[config.mk]
export PLATFORM = sky130hd
export DESIGN_NAME = id_ex_operand_stage
export DESIGN_NICKNAME = d
export VERILOG_FILES = /design/src/rtl/id_ex_operand_stage.sv
export SDC_FILE = /design/constraint.sdc
export NUM_CORES = 1
export LEC_CHECK = 0
export CAP_MARGIN = 20
export CORE_MARGIN = 10
export CORE_UTILIZATION = 48
export CTS_CLUSTER_DIAMETER = 60
export CTS_CLUSTER_SIZE = 8
export DETAILED_ROUTE_END_ITERATION = 12
export GPL_ROUTABILITY_DRIVEN = 0
export PLACE_DENSITY = 0.87
export REMOVE_ABC_BUFFERS = 1
export SETUP_SLACK_MARGIN = 0.2
export SLEW_MARGIN = 20
export SYNTH_ARGS = -nofsm -noshare
export SYNTH_HDL_FRONTEND = slang
export SYNTH_SLANG_ARGS = --single-unit
[constraint.sdc]
create_clock -name clk -period 4.3 [get_ports clk]
set_clock_uncertainty 0.1 [all_clocks]
set_input_delay 0.43 -clock clk [delete_from_list [all_inputs] [get_ports clk]]
set_output_delay 0.43 -clock clk [all_outputs]
set_load 0.01 [all_outputs]
[src/rtl/id_ex_operand_stage.sv]
`timescale 1ns/1ps
`default_nettype none
// ============================================================================
//  Module   : id_ex_operand_stage
//  Purpose  : ID/EX operand stage. Holds one decoded instruction. At accept it
//             resolves the source operands, taking EX/MEM first, then WB, then
//             the register file. Register x0 always reads as zero. The
//             registered outputs drive the ALU directly.
//  Revision : 1.0 - initial release
// ----------------------------------------------------------------------------
//  Ports
//    clk, rst_n              clock; synchronous active-low reset
//    in_valid / in_ready     decode handshake. in_ready is low during reset,
//                            flush, a load-use hazard, or a blocked output.
//    dec_*                   decoded fields and register-file read data
//    exm_*                   EX/MEM destination, ALU result, load-pending flag
//    wb_*                    writeback port (forwarding and held refresh)
//    flush                   drops the held entry and the incoming instruction
//    out_valid / out_ready   downstream handshake
//    alu_rs1, alu_rs2,
//    alu_op                  ALU operand and opcode inputs
//    out_rd_addr, out_rd_we  destination of the held instruction
//    out_store_data          resolved rs2, whether or not an immediate is used
//    stall_cnt               saturating count of in_valid && !in_ready cycles
// ============================================================================
module id_ex_operand_stage (
    input  logic        clk,
    input  logic        rst_n,
    input  logic        in_valid,
    output logic        in_ready,
    input  logic [3:0]  dec_op,
    input  logic [4:0]  dec_rs1_addr,
    input  logic [4:0]  dec_rs2_addr,
    input  logic [4:0]  dec_rd_addr,
    input  logic        dec_rd_we,
    input  logic        dec_use_imm,
    input  logic [31:0] dec_rs1_data,
    input  logic [31:0] dec_rs2_data,
    input  logic [31:0] dec_imm,
    input  logic        exm_rd_we,
    input  logic [4:0]  exm_rd_addr,
    input  logic [31:0] exm_result,
    input  logic        exm_load_pending,
    input  logic        wb_rd_we,
    input  logic [4:0]  wb_rd_addr,
    input  logic [31:0] wb_data,
    input  logic        flush,
    output logic        out_valid,
    input  logic        out_ready,
    output logic [31:0] alu_rs1,
    output logic [31:0] alu_rs2,
    output logic [3:0]  alu_op,
    output logic [4:0]  out_rd_addr,
    output logic        out_rd_we,
    output logic [31:0] out_store_data,
    output logic [15:0] stall_cnt
);

    localparam logic [4:0]  c_X0        = 5'd0;
    localparam logic [15:0] c_STALL_MAX = 16'hFFFF;

    // ------------------------------------------------------------------------
    // Held entry
    // ------------------------------------------------------------------------
    logic        r_valid;
    logic [31:0] r_alu_rs1;
    logic [31:0] r_alu_rs2;
    logic [31:0] r_store_data;
    logic [3:0]  r_alu_op;
    logic [4:0]  r_rd_addr;
    logic        r_rd_we;
    // Source addresses of the held entry. They are kept so that a WB write
    // arriving during a downstream stall can still update the operands.
    logic [4:0]  r_rs1_addr;
    logic [4:0]  r_rs2_addr;
    logic        r_use_imm;
    logic [15:0] r_stall_cnt;

    // ------------------------------------------------------------------------
    // Handshake and hazard
    // ------------------------------------------------------------------------
    logic        w_exm_live;
    logic        w_hazard;
    logic        w_in_ready;
    logic        w_accept;
    logic        w_hold;
    logic        w_stall_event;

    assign w_exm_live = exm_rd_we && (exm_rd_addr != c_X0);

    // The result of a load in EX/MEM is not available yet, so a matching
    // source cannot be forwarded. rs2 is always checked, even when an
    // immediate replaces it on the ALU side, because stores need it.
    assign w_hazard = in_valid && exm_load_pending && w_exm_live &&
                      ((exm_rd_addr == dec_rs1_addr) ||
                       (exm_rd_addr == dec_rs2_addr));

    assign w_in_ready    = rst_n && (!r_valid || out_ready) && !w_hazard && !flush;
    assign w_accept      = in_valid && w_in_ready;
    assign w_hold        = r_valid && !out_ready;
    assign w_stall_event = in_valid && !w_in_ready;

    // ------------------------------------------------------------------------
    // Operand resolution at accept
    // ------------------------------------------------------------------------
    logic [31:0] w_rs1_res;
    logic [31:0] w_rs2_res;

    always_comb begin
        w_rs1_res = dec_rs1_data;
        if (dec_rs1_addr == c_X0) begin
            w_rs1_res = 32'h0;
        end else if (w_exm_live && (exm_rd_addr == dec_rs1_addr)) begin
            w_rs1_res = exm_result;
        end else if (wb_rd_we && (wb_rd_addr == dec_rs1_addr)) begin
            w_rs1_res = wb_data;
        end
    end

    always_comb begin
        w_rs2_res = dec_rs2_data;
        if (dec_rs2_addr == c_X0) begin
            w_rs2_res = 32'h0;
        end else if (w_exm_live && (exm_rd_addr == dec_rs2_addr)) begin
            w_rs2_res = exm_result;
        end else if (wb_rd_we && (wb_rd_addr == dec_rs2_addr)) begin
            w_rs2_res = wb_data;
        end
    end

    // ------------------------------------------------------------------------
    // Refresh of the held entry from WB during a downstream stall
    // ------------------------------------------------------------------------
    logic w_wb_live;
    logic w_wb_hit_rs1;
    logic w_wb_hit_rs2;

    assign w_wb_live    = wb_rd_we && (wb_rd_addr != c_X0);
    assign w_wb_hit_rs1 = w_hold && w_wb_live && (wb_rd_addr == r_rs1_addr);
    assign w_wb_hit_rs2 = w_hold && w_wb_live && (wb_rd_addr == r_rs2_addr);

    // ------------------------------------------------------------------------
    // Held entry register
    // ------------------------------------------------------------------------
    always_ff @(posedge clk) begin
        if (!rst_n) begin
            r_valid      <= 1'b0;
            r_alu_rs1    <= 32'h0;
            r_alu_rs2    <= 32'h0;
            r_store_data <= 32'h0;
            r_alu_op     <= 4'h0;
            r_rd_addr    <= 5'd0;
            r_rd_we      <= 1'b0;
            r_rs1_addr   <= 5'd0;
            r_rs2_addr   <= 5'd0;
            r_use_imm    <= 1'b0;
        end else if (flush) begin
            // Flush drops the entry but leaves the data fields unchanged.
            r_valid <= 1'b0;
        end else if (w_accept) begin
            r_valid      <= 1'b1;
            r_alu_rs1    <= w_rs1_res;
            r_alu_rs2    <= dec_use_imm ? dec_imm : w_rs2_res;
            r_store_data <= w_rs2_res;
            r_alu_op     <= dec_op;
            r_rd_addr    <= dec_rd_addr;
            r_rd_we      <= dec_rd_we && (dec_rd_addr != c_X0);
            r_rs1_addr   <= dec_rs1_addr;
            r_rs2_addr   <= dec_rs2_addr;
            r_use_imm    <= dec_use_imm;
        end else if (w_hold) begin
            if (w_wb_hit_rs1) begin
                r_alu_rs1 <= wb_data;
            end
            if (w_wb_hit_rs2) begin
                r_store_data <= wb_data;
                if (!r_use_imm) begin
                    r_alu_rs2 <= wb_data;
                end
            end
        end else if (out_ready) begin
            r_valid <= 1'b0;
        end
    end

    // ------------------------------------------------------------------------
    // Stall counter, saturating
    // ------------------------------------------------------------------------
    always_ff @(posedge clk) begin
        if (!rst_n) begin
            r_stall_cnt <= 16'd0;
        end else if (w_stall_event && (r_stall_cnt != c_STALL_MAX)) begin
            r_stall_cnt <= r_stall_cnt + 16'd1;
        end
    end

    // ------------------------------------------------------------------------
    // Outputs
    // ------------------------------------------------------------------------
    assign in_ready       = w_in_ready;
    assign out_valid      = r_valid;
    assign alu_rs1        = r_alu_rs1;
    assign alu_rs2        = r_alu_rs2;
    assign alu_op         = r_alu_op;
    assign out_rd_addr    = r_rd_addr;
    assign out_rd_we      = r_rd_we;
    assign out_store_data = r_store_data;
    assign stall_cnt      = r_stall_cnt;

endmodule
`default_nettype wire

======== Word level (Yosys, flattened, before mapping) ========
Cells that the tools add are included.
operators by class
  add/subtract/negate cells ............... 1
  eq/ne operators ......................... 9
  mux-type cells .......................... 20
  bitwise operators ....................... 2
  reduce and logical (&&, ||, !) cells .... 42
operators with widths
  cell                   number
  $mux 32                17
  $eq 5x5->1             6
  $logic_and 1x1->1      20
  $add 16x1->16 const B  1
  $ne 16x16->1 const B   1
  $reduce_bool 5->1      3
  $logic_not 5->1        2
  $reduce_bool 2->1      4
  $reduce_and 3->1       2
  $logic_not 1->1        5
  $reduce_and 2->1       2
  $reduce_and 4->1       1
  $mux 1                 3
  $logic_or 1x1->1       2
  $ne 2x1->1 const B     1
  $ne 2x2->1 const B     1
  $not 1->1              2
  $reduce_or 2->1        1
word-level totals
  register bits after elaboration ......... 134
  input bits .............................. 199

======== Depth between registers and ports, before layout ========
Gate-level depths: netlist of the first run.
  depth after elaboration ................. 10
  mapped depth ............................ 10
  gate-level depth less buffers ........... 7

======== Worst setup path before layout of the first run ========
Ideal clock, no wire load.
  path type ............................... input to register
  start point ............................. in wb_rd_addr[4]
  end point ............................... reg r_store_data[21] (netlist: out_store_data[21])
  library setup time ...................... 0.133 ns
  arrival time ............................ 2.017 ns
  required time ........................... 4.067 ns
  path slack .............................. 2.050 ns
  stages .................................. 9
  buffers on the path ..................... 3
  cell sequence ........................... buf_2 > xor2_1 > nor4_2 > buf_2 > clkbuf_1 > a21boi_0 > a211oi_1 > o31a_1 > a211oi_2
between the ends
  word-level cells in the longest chain between the ends .. 6
  elaborated cells between the ends (all ways) .. 13
  classes of those cells .................. eq/ne: 2; mux: 4; reduce/logical: 7
ends and longest elaborated chain
  element                                                 line      source
  start: declaration                                      45        input logic [4:0] wb_rd_addr,
  $eq 5x5->1 / $reduce_bool 5->1 (equally long branches)  126, 138
  $logic_and 1x1->1 (on tied branches)                    126, 138
  $mux 32 / $logic_and 1x1->1 (equally long branches)     126, 140
  $mux 32 / $logic_and 1x1->1 (equally long branches)     124, 140
  $mux 32 / $reduce_bool 2->1 (equally long branches)     -
  $mux 32 / $reduce_and 3->1 (equally long branches)      -
  end signal: assignment                                  164       r_store_data <= w_rs2_res;
  end signal: assignment                                  176       r_store_data <= wb_data;
  end: declaration                                        68        logic [31:0] r_store_data;
Several ways; a longest one is shown, not always the timed one.
A chain may end at the register's enable or synchronous reset.

======== Final worst setup path of the first run ========
  start point ............................. in wb_rd_addr[1]
  end point ............................... reg r_alu_rs2[14] (netlist: alu_rs2[14])
between the ends
  word-level cells in the longest chain between the ends .. 7
  elaborated cells between the ends (all ways) .. 14
  classes of those cells .................. eq/ne: 2; mux: 5; reduce/logical: 7
ends and longest elaborated chain
  element                 line  source
  $eq 5x5->1              126   end else if (wb_rd_we && (wb_rd_addr == dec_rs2_addr)) begin
  $logic_and 1x1->1       126
  $mux 32                 126
  $mux 32                 124   end else if (w_exm_live && (exm_rd_addr == dec_rs2_addr)) begin
  $mux 32                 122   if (dec_rs2_addr == c_X0) begin
  $mux 32                 163   r_alu_rs2 <= dec_use_imm ? dec_imm : w_rs2_res;
  $mux 32                 160   end else if (w_accept) begin
  end signal: assignment  163
  end signal: assignment  178   r_alu_rs2 <= wb_data;
  end: declaration        67    logic [31:0] r_alu_rs2;
Several ways; a longest one is shown, not always the timed one.

==> impl_metrics.yaml, run 1 <==
global_route:
  antenna_found_initial: 2
  grt_overflow: 0
  grt_max_degree: 91
  grt_pass1_vias: 9454
  grt.met2_usage: 0.488
  met3_usage: 0.104
  met1_usage: 0.364
  grt_pass1_wl_um: 55200
  grt-busiest-layer: "met2"
  grt_usage: 0.305
synthesis:
  synth_top_cell_by_area: "dfxtp_1"
  synth-seq-cells: 134
  synth-main-ff-cell: "dfxtp_1"
  synthCells: 999
  syn_avg_cell_area_um2: 8.22
  yosysWarnings: 0
  synth_edf_count: 0
  synthDistinctLibCells: 48
  async_flop_share: 0
  synth.area.top_cells: "dfxtp_1, mux2i_1, a21oi_1"
  synth_area_um2: 8220
  ys_seq_area_frac: 0.327
  synth.top_cell.area_share: 0.327
place:
  dp_cells: 1455
  dp_hpwl_um: 25000
  dpl_cell_area_um2: 11400
  place_ws_ns: 0.713
  io_buffers: 322
cts:
  cts_setup_buffers: 0
  clockBufferDepth: 2
  h-tree-depth: 4
  cts_tree: "built"
  insertion_delay_ns: 0.42
  cts_root_buf: "clkbuf_16"
  numCtsBuffers: 17
  clkSlewWorstSetupHoldPaths_ns: 0.06
  cts_resized: 0
  cts_hold_buf: 0
  clock-sinks: 134
sta:
  rsz0062_at_grt: "false"
  relSlewSlack: 0.328
  period_needed_ns: 3.20
  min_period_over_period: 0.745
  worst_pin_slew_ns: 1.01
  setup_slack_ns: 1.10
  setup_viol_count_final: 0
  max_freq_mhz: 312
  slew_viol_final: 0
  finalHoldViolations: 0
routing:
  drc: 0
  ant_nets: 0
  wl_per_cell_um: 24.4
  via_count: 9668
  drt_first_pass_iters: 6
  via_per_inst: 6.50
  drt_iter0_drc: 927
  routed_wl_um: 36200
layout:
  fill_cells: 1328
  instances_no_fill: 1487
  drive_gt1_frac: 0.0608
  fin_area_um2: 12100
  layout.nets: 1454
  area_growth_pct: 47.0
hold_path:
  hold_path.class: "input pin to flop"
power_and_ir_drop:
  ir_drop_uv: 268
  p_per_area_nw_per_um2: 308
  p_leak_nw: 4.35
  p_total_mw: 3.72
floorplan:
  core_um2: 16700
  dieArea_um2: 22700
  ios: 323
  initial_core_util: 0.492
  chipHeight_um: 151
  rows: 47
  die_w_um: 151
worst_setup_path:
  end_kind: "flop"
  crit_type: "input pin to flop"
  crit_required_ns: 4.54
  cp.arrival_ns: 3.44
  reg2reg_slack_ns: 1.23
  path_max_fanout: 19
  critPathLaunchType: "input pin"
flow_run:
  maxCapViolations: 0
outcome:
  outcome: "finished clean"
[cell usage after synthesis, types with 2 or more instances]
library cell,instances
or2_2,3
o211ai_1,2
nor4_1,3
a211o_1,38
nor2_1,74
buf_4,13
clkbuf_1,52
o31ai_1,36
or4_1,10
o31a_1,30
and3_1,2
nand3_1,71
mux2_2,3
mux2i_1,65
buf_6,6
dfxtp_1,134
nand4_1,6
inv_1,4
o21ai_0,44
or3_1,42
and2_1,2
a21boi_0,29
o21ai_1,2
nor4_2,3
nand2_1,48
xnor2_1,16
a21oi_1,102
buf_2,36
a211oi_1,57
xor2_1,15
a32oi_1,32
nand3b_1,2
buf_12,2
[state kept, by name (all words and copies together) (netlist names)]
register and flops:
alu_op 4, alu_rs1 32, alu_rs2 32, out_rd_addr 5, out_rd_we 1, out_store_data 32, out_valid 1, r_rs1_addr 5
r_rs2_addr 5, r_use_imm 1, stall_cnt 16
[stage by stage]
stage | utilization | hold slack (ns) | TNS (ns)
2_1_floorplan | - | 0.348 | -251.95
3_3_place_gp | 0.684 | 0.342 | 0
3_5_place_dp | 0.684 | 0.346 | 0
4_1_cts | 0.723 | 0.259 | 0
5_1_grt | 0.723 | 0.289 | 0
6_report | 0.723 | 0.280 | 0
[cells by family (layout without fill, tap and decap cells)]
logic type | after synthesis | after routing | share of synthesized area
AND/OR/NAND/NOR | 273 | 273 | 0.165
XOR/XNOR | 31 | 31 | 0.0330
other | 0 | 1 | 0
flip-flops | 134 | 134 | 0.327
AO/OA/AOI/OAI | 378 | 378 | 0.317
buffers and inverters | 114 | 381 | 0.0729
adder cells (fa/ha/maj) | 1 | 1 | 0.00152
multiplexers | 68 | 68 | 0.0833
[critical path: stages]
cell and delay [ns]:
clkdlybuf4s50_1 0.54, or4_1 0.58, nor2_1 0.12, or4_2 0.47, or2_1 0.53, buf_4 0.38, nand3_1 0.12, a32oi_1 0.25
[where the power goes]
group          internal, mW  total, mW  switching, mW
logic                 0.391      0.741          0.349
registers              1.31       1.35         0.0422
clock network          1.04       1.62          0.581
[path summary, 6_finish.rpt]
check                                                 to  cells after the start                   start
worst max-delay path            alu_rs2[14]$_SDFFE_PN0P_                      8           wb_rd_addr[1]
worst min-delay path            alu_rs1[11]$_SDFFE_PN0P_                      3                   rst_n
worst max register to register   alu_rs2[4]$_SDFFE_PN0P_                      7  out_valid$_SDFFE_PP0P_
worst min register to register    alu_op[0]$_SDFFE_PN0P_                      2  alu_op[0]$_SDFFE_PN0P_
[placed cells by master, fill, tap and decap left out, types with 38 or more instances in the layout]
| cell | n |
|---|---|
| nand2_1 | 48 |
| a211o_1 | 38 |
| or3_1 | 41 |
| dfxtp_1 | 134 |
| clkdlybuf4s50_1 | 320 |
| nand3_1 | 71 |
| mux2i_1 | 65 |
| o21ai_0 | 44 |
| a21oi_1 | 102 |
| a211oi_1 | 57 |
| nor2_1 | 73 |
[metal layers]
| layer | routed length [µm] | share of wire |
|---|---|---|
| met5 | 0 | 0 |
| met1 | 13400 | 0.37 |
| met2 | 16700 | 0.46 |
| met4 | 1330 | 0.037 |
| met3 | 4810 | 0.13 |
[final cells by class]
cell class | instances | area [µm²] | share of cell area
diodes | 1 | 2.50 | 0.000207
inverters | 4 | 15.0 | 0.00124
multi-input cells | 751 | 4990 | 0.413
clock inverters | 12 | 201 | 0.0167
repair buffers | 346 | 3470 | 0.287
flip-flops and latches | 134 | 2680 | 0.222
clock buffers | 19 | 443 | 0.0367
well taps | 220 | 275 | 0.0228
(Power assumes the default switching activity.)
==> run 2: changes to the inputs <==
CORE_UTILIZATION = 45   (was 48)
PLACE_DENSITY = 0.82   (was 0.87)
clock period = 3.16 ns   (was 4.3 ns; I/O delays follow)
==> run 2 against run 1 <==
Global-route usage shrank 3.1 points. Final cell count up 1.5%. Highest routed layer unchanged. Flip-flop and latch count unchanged. Critical path depth decreased by 2. Non-clock buffer count is 12 higher. Sequential power rose by 36%. Largest power group unchanged.
==> impl_metrics.yaml, run 2 (synthesis results as in run 1) <==
routing:
  drt_iter0_drc: 892
  ant_nets: 0
  drc: 0
  drt_first_pass_iters: 6
  routed_wl_um: 35500
  wl_per_cell_um: 23.5
  via_count: 9430
  via_per_inst: 6.25
hold_path:
  hold_depth: 3
  hold_path.startpoint: "rst_n"
  hold_path.class: "input pin to flop"
  hold_end: "alu_rs1[25]$_SDFFE_PN0P_"
cts:
  clockBufferDepth: 2
  h-tree-depth: 4
  cts_setup_buffers: 0
  insertion_delay_ns: 0.42
  clkSlewWorstSetupHoldPaths_ns: 0.07
  clock-sinks: 134
  numCtsBuffers: 17
  cts_root_buf: "clkbuf_16"
  cts_tree: "built"
floorplan:
  die_w_um: 155
  rows: 49
  chipHeight_um: 155
  core_um2: 18000
  initial_core_util: 0.457
  ios: 323
  dieArea_um2: 24100
global_route:
  grt_pass1_vias: 9195
  grt_max_degree: 67
  grt_usage: 0.275
  grt_overflow: 0
  antenna_found_initial: 2
  grt_pass1_wl_um: 53300
worst_setup_path:
  path_delay_family: "buffers and inverters"
  crit_required_ns: 2.74
  r2r-start: "out_valid$_SDFFE_PP0P_"
  reg2reg_to: "alu_rs2[6]$_SDFFE_PN0P_"
  critPathLaunchType: "input pin"
  cp_cell_sequence: "clkdlybuf4s50_1 -> xor2_1 -> nor4_2 -> a2bb2oi_2 -> o31a_1 -> clkdlybuf4s50_1"
  cp.arrival_ns: 2.45
  max_stage_delay_ns: 0.53
  crit_top_cell: "clkdlybuf4s50_1"
  cp_slowest_cell: "clkdlybuf4s50_1"
  crit_type: "input pin to primary output"
  path_max_fanout: 5
  reg2reg_slack_ns: 0.48
  crit_buf_inv: 2
  end_kind: "primary output"
  ff2ff_path_depth: 6
sta:
  min_period_over_period: 0.907
  finalHoldViolations: 0
  max_freq_mhz: 349
  relSlewSlack: 0.463
  rsz0062_at_grt: "false"
  timing.hold.ws_ns: 0.124
  period_needed_ns: 2.87
  setup_slack_ns: 0.293
  setup_viol_count_final: 0
  tns_ns: 0
  slew_viol_final: 0
  worst_pin_slew_ns: 0.806
layout:
  instances_no_fill: 1509
  drive_gt1_frac: 0.0735
  area_growth_pct: 49.1
  layout.nets: 1466
  final_common_cell: "clkdlybuf4s50_1"
  final_cell_mix: "clkdlybuf4s50_1, dfxtp_1, a21oi_1"
power_and_ir_drop:
  p_per_area_nw_per_um2: 412
  ir_drop_uv: 370
  p_total_mw: 5.05
  p_leak_nw: 4.44
flow_run:
  maxCapViolations: 0
place:
  place_ws_ns: 0.134
  dp_cells: 1476
  io_buffers: 322
  dp_hpwl_um: 24900
outcome:
  outcome: "finished clean"
==> run 2: cell count changes in the layout (fill, tap and decap cells not counted), sizes merged <==
cell,before,now
clkbuf,19,17
buf,26,38
inv,5,8
clkinv,4,7
clkinvlp,2,0
bufinv,5,4
==> run 2: layout make-up <==
| type | instances | area [µm²] |
|---|---|---|
| clock inverter | 15 | 216 |
| multi-input combinational | 751 | 4990 |
| fill | 1462 | 5720 |
| tap | 229 | 287 |
| timing repair buffer | 358 | 3620 |
| clock buffer | 17 | 425 |
| antenna | 1 | 2.50 |
| inverter | 4 | 15.0 |
| sequential | 134 | 2680 |
==> run 2: report_power, final <==
group / internal (mW) / switching [mW] / leakage [nW]
logic: 0.548 / 0.469 / 3.03
clock network: 1.34 / 0.856 / 0.313
registers: 1.78 / 0.0563 / 1.10
==> run 2: metal layers <==
layer | global-route usage | share of wire
met2 | 0.449 | 0.47
met4 | 0.0931 | 0.024
met5 | 0 | 0
met3 | 0.0940 | 0.12
met1 | 0.329 | 0.39
==> run 2: worst max path at each step <==
stage                                from                  endpoint  depth (start not counted)
after floorplan           dec_rs2_addr[2]   alu_rs1[0]$_SDFFE_PN0P_                          6
after global placement          out_ready  alu_rs2[25]$_SDFFE_PN0P_                          7
after detailed placement        out_ready  alu_rs2[26]$_SDFFE_PN0P_                          7
after CTS                 dec_rs2_addr[3]                  in_ready                          6
after global routing      dec_rs2_addr[3]                  in_ready                          6
final                     dec_rs2_addr[3]                  in_ready                          6
==> run 2: timing repair <==
item | 4_1_cts | 5_1_grt
hold buffers | 0 | 0
resized for setup | 0 | 1
setup endpoints to repair | 0 | 1
==> run 2: through the flow <==
step	util	cell area (µm²)
4_1_cts	0.681	12200
5_1_grt	0.682	12200
2_1_floorplan	-	7630
3_5_place_dp	0.645	11600
6_report	0.682	12200
3_3_place_gp	0.645	11600
==> run 2: worst register-to-register path: stages (launching register included) <==
cell and delay, ns:
dfxtp_1 0.35, nor2b_1 0.30, nand3b_1 0.14, or4_2 0.71, or2_2 0.61, nand3_1 0.22, a32oi_1 0.12
